**config.mk**
```make
export PLATFORM = sky130hd
export DESIGN_NAME = cpu_timing_gen
export DESIGN_NICKNAME = d
export VERILOG_FILES = /design/src/rtl/cpu_timing_gen.sv
export SDC_FILE = /design/constraint.sdc
export NUM_CORES = 1
export LEC_CHECK = 0
export BUFFER_PORTS_ARGS = -buffer_cell sky130_fd_sc_hd__buf_4
export CORE_MARGIN = 3
export CORE_UTILIZATION = 30
export CTS_CLUSTER_DIAMETER = 120
export DETAILED_ROUTE_END_ITERATION = 12
export PLACE_DENSITY = 0.54
export RECOVER_POWER = 100
export SYNTH_ARGS = -nofsm -noshare
export SYNTH_HDL_FRONTEND = slang
export SYNTH_SLANG_ARGS = --single-unit
export TNS_END_PERCENT = 20
```
**constraint.sdc**
```tcl
create_clock -name clock70 -period 2.1 [get_ports clock70]
set_input_delay 0.42 -clock clock70 [delete_from_list [all_inputs] [get_ports clock70]]
set_output_delay 0.42 -clock clock70 [all_outputs]
set_load 0.03 [all_outputs]
```
**src/rtl/cpu_timing_gen.sv**
```systemverilog
// -----------------------------------------------------------------------------
// cpu_timing_gen
//
// Purpose:
//   Consumer side of the system clock block. Everything runs on the 7.095 MHz
//   clock70. Instead of gating or dividing clocks, the block produces
//   single-cycle clock enables:
//     - ce_cpu : Z80 T-state enable. It runs at 3.5475 MHz, or at 7.095 MHz
//                in turbo mode, and can be stalled by whole T-states.
//     - ce17   : free-running 1.77375 MHz enable, used by the AY sound chip.
//   The block also keeps the T-state counter for the video frame and drives
//   the maskable interrupt (int_n) low for the first INT_LEN T-states of
//   each frame.
//
// Optional feature (macro CPU_CONTENTION_EN):
//   Defined   : contend stalls normal-mode T-state slots (ULA contention).
//               It has no effect in turbo mode.
//   Undefined : the contend port is present but ignored.
//
// Parameters:
//   FRAME_T  T-states per frame. The counter wraps from FRAME_T-1 to 0.
//   INT_LEN  Number of T-states that int_n is held low at frame start.
//   TW       Width of tstate. Must satisfy 2^TW >= FRAME_T.
//
// Ports:
//   clock70  in   7.095 MHz system clock (the only clock in this block)
//   reset    in   synchronous reset, active-low
//   turbo    in   1 = T-state slot on every cycle; 0 = slot on every 2nd cycle
//   pause    in   1 = suppress T-state enables (DMA/divmmc stall)
//   contend  in   1 = contended access in progress (see optional feature)
//   ce_cpu   out  one-cycle T-state enable for the CPU core
//   ce17     out  one-cycle 1.77375 MHz enable, never stalled
//   tstate   out  current T-state within the frame
//   int_n    out  frame interrupt, active-low
// -----------------------------------------------------------------------------
module cpu_timing_gen #(
    parameter int FRAME_T = 70908,
    parameter int INT_LEN = 32,
    parameter int TW      = 17
) (
    input  logic          clock70,
    input  logic          reset,
    input  logic          turbo,
    input  logic          pause,
    input  logic          contend,
    output logic          ce_cpu,
    output logic          ce17,
    output logic [TW-1:0] tstate,
    output logic          int_n
);

    localparam logic [TW-1:0] LAST_T   = TW'(FRAME_T - 1);
    localparam logic [TW-1:0] INT_T    = TW'(INT_LEN);
    localparam logic [TW-1:0] TS_ONE   = TW'(1);

    logic          ph_r;
    logic [1:0]    div_r;
    logic          ce_cpu_r;
    logic          ce17_r;
    logic [TW-1:0] tstate_r;
    logic          int_n_r;

    logic          contend_eff_s;
    logic          slot_s;
    logic          stall_s;
    logic          adv_s;
    logic [TW-1:0] tstate_next_s;

    // Contention gating. Turbo mode is never contended.
    always_comb begin
        contend_eff_s = 1'b0;
`ifdef CPU_CONTENTION_EN
        contend_eff_s = contend & ~turbo;
`else
        // The port stays on the interface but cannot stall the CPU.
        contend_eff_s = contend & 1'b0;
`endif
    end

    // Slot, stall, and advance decisions, plus the next value of the frame counter.
    always_comb begin
        // Normal-mode slots stay on the ph==1 grid. This keeps a lost slot
        // from being made up half a T-state later.
        slot_s  = turbo | ph_r;
        stall_s = pause | contend_eff_s;
        adv_s   = slot_s & ~stall_s;
        if (tstate_r == LAST_T) begin
            tstate_next_s = '0;
        end else begin
            tstate_next_s = tstate_r + TS_ONE;
        end
    end

    // All timing state: phase and divider, the enables, the frame counter, and the interrupt.
    always_ff @(posedge clock70) begin
        if (!reset) begin
            ph_r     <= 1'b0;
            div_r    <= 2'd0;
            ce_cpu_r <= 1'b0;
            ce17_r   <= 1'b0;
            tstate_r <= '0;
            int_n_r  <= 1'b1;
        end else begin
            ph_r     <= ~ph_r;
            div_r    <= div_r + 2'd1;
            ce17_r   <= (div_r == 2'd3);
            ce_cpu_r <= adv_s;
            if (adv_s) begin
                tstate_r <= tstate_next_s;
            end else begin
                tstate_r <= tstate_r;
            end
            // int_n is derived from the registered count, so it lags tstate by one cycle.
            int_n_r  <= ~(tstate_r < INT_T);
        end
    end

    assign ce_cpu = ce_cpu_r;
    assign ce17   = ce17_r;
    assign tstate = tstate_r;
    assign int_n  = int_n_r;

endmodule
```
==> flow_metrics.tcl <==
set metrics [dict create \
    period_needed_ns 1.81 \
    die_x_um 64.2 \
    drt_iter0_drc 25 \
    synthFlopType "dfxtp_1" \
    yosysMostFrequentCell "dfxtp_1" \
    total_power_w 0.000723 \
    grt_pass1_vias 847 \
    clockBufferDepth 2 \
    drc 0 \
    finalSetupTns_ns 0 \
    die_h_um 64.2 \
    whs_ns 0.349 \
    antenna_found_initial 0 \
    ys_ff_latch 23 \
    crit_chain "or4_1 -> nor4_1 -> a41o_2 -> nor2_1" \
    dieArea_um2 4130 \
    path_clk_slew_ns 0.13 \
    status "completed" \
    final_hold_viol_count 0 \
    drv_slew 0 \
    p_leak_nw 0.407 \
    row_count 20 \
    wl_per_cell_um 13.2 \
    finalWirelength_mm 2.44 \
    antenna_cells 0 \
    area_growth_pct 17.7 \
    async_reset_ff_share_pct 0 \
    ir_drop_uv 335 \
    final-setup-viol-count 0 \
    hold_class "in2reg" \
    root_buffer "clkbuf_4" \
    regArea_um2 460 \
    critPathMaxStageDelay_ns 0.56 \
    fmaxAchievable_mhz 552 \
    grtUsageTotal_pct 12.8 \
    layout_worst_path_cycle_share_pct 86.2 \
    numCtsBuffers 3 \
    initial_core_util_pct 32.3 \
    worst_pin_slew_ns 0.397 \
    ys_seq_area_share_pct 45.3 \
    insertion_delay_ns 0.32 \
    grt_max_degree 16 \
    drive_gt1_share_pct 9.29 \
    viasPerCell 4.91 \
    fillers 373 \
    worst_path_max_delay_cell "or4_1" \
    cts_hold_buf 0 \
    first_pass_iters 4 \
    synth_top_area_share_pct 45.3 \
    slew_headroom_pct 73.6 \
    crit_type "reg2reg" \
    start_kind "flip-flop" \
    crit_required_ns 2.32 \
    synth_cells 112 \
    avgSynthCellArea_um2 9.08 \
    crit_arrival_ns 2.03 \
    ys_types 31 \
    portBuffers 23 \
    drv_cap 0 \
    cts_resized 0 \
    dr_total_vias 904 \
    rsz0062_at_grt "no" \
    synth_warnings 0 \
    skew_ns 0.00170 \
    cts.htree.levels 1 \
    ant_nets 0 \
    ys_top_cells_by_area "dfxtp_1 (45%), xnor2_1 (8.6%), nor2_1 (5.5%)" \
    gp_congestion 0.823 \
    globalRouteOverflowTotal 0 \
    synth_nets 119 \
    ys_top_cells_by_count "dfxtp_1 (23), nor2_1 (15), xnor2_1 (10)" \
    endpoint_kind "flip-flop" \
    cts_num_sinks 23 \
    dp_hpwl_mm 1.71 \
    cts_tree "built" \
    multi_input_area_um2 523 \
    cellPowerDensity_nw_per_um2 604 \
    synth_edf_count 0 \
    cts_setup_buffers 0 \
    core-area_um2 3150 \
    fin_nets 148 \
    critPathMaxFanout 15 \
    io-pin-count 25 \
    grt_pass1_wl_mm 4.08 \
    synth_top_area_cell "dfxtp_1" \
    synthesis.area_um2 1020 \
]
==> cell type report <==
| type | instances | share of cell area [%] |
|---|---|---|
| flip-flops and latches | 23 | 38.5 |
| multi-input cells | 83 | 43.7 |
| repair buffers | 26 | 9.72 |
| clock buffers | 3 | 1.88 |
| inverters | 4 | 1.25 |
| well taps | 44 | 4.60 |
| clock inverters | 1 | 0.418 |
==> metal layers <==
metal,global-route usage (%),routed length (µm)
met5,0,0
met1,16.1,1120
met4,3.17,22
met2,20.6,1120
met3,4.75,177
==> layout by cell type (no fill, tap or decap), drive strengths merged, types with 3 or more instances in the layout <==
cell type and instances:
clkbuf 24, nor3 9, inv 4, dfxtp 23, nand4 4, xnor2 10, a21oi 4, nor4 4
buf 5, and2 3, nand2 8, or4 3, nor2 15, nand3 3
==> power breakdown <==
| group | leakage [nW] | switching, W | internal [W] | total, W |
|---|---|---|---|---|
| Sequential | 0.187 | 0.00000757 | 0.000447 | 0.000455 |
| Combinational | 0.202 | 0.0000357 | 0.0000197 | 0.0000554 |
| Clock | 0.0177 | 0.000142 | 0.0000714 | 0.000213 |
| Total | 0.407 | 0.000185 | 0.000538 | 0.000723 |
==> state kept, by name, indices dropped and copies added, names as in the netlist <==
signal,cells
ce17,1
ce_cpu,1
int_n,1
div_r,2
ph_r,1
tstate,17
==> critical path, delay by kind of cell, from the launching register on <==
family             cells  cell delay [ns]
AOI/OAI and AO/OA      1             0.44
DFF                    1             0.39
and+or+nand+nor        3             0.87
==> cells by family after synthesis <==
kind of cell | after synthesis | synth area share [%]
AO/OA/AOI/OAI | 11 | 7.75
XOR/XNOR | 12 | 10.3
buffers and inverters | 6 | 2.95
flip-flops | 23 | 45.3
adder cells (fa/ha/maj) | 2 | 2.46
AND/OR/NAND/NOR | 58 | 31.2
==> through the flow <==
step / cells / area (µm²) / setup slack (ns) / utilization, %
after global routing: 184 / 1200 / 0.142 / 38.0
after global placement: 180 / 1250 / 0.297 / 39.7
final: 184 / 1200 / 0.289 / 38.0
after CTS: 184 / 1280 / 0.273 / 40.6
after detailed placement: 180 / 1250 / 0.278 / 39.7
after floorplan: 112 / 1020 / 0.182 / -
==> final timing paths <==
kind                                start    endpoint  slack (ns)  cells past startpoint
worst max-delay path            tstate[8]  tstate[12]        0.29                      4
worst min-delay path                reset      ce_cpu        0.35                      2
worst max register to register  tstate[8]  tstate[12]        0.29                      4
worst min register to register   div_r[0]    div_r[0]        0.44                      1
Power figures use the tool's default switching activity.
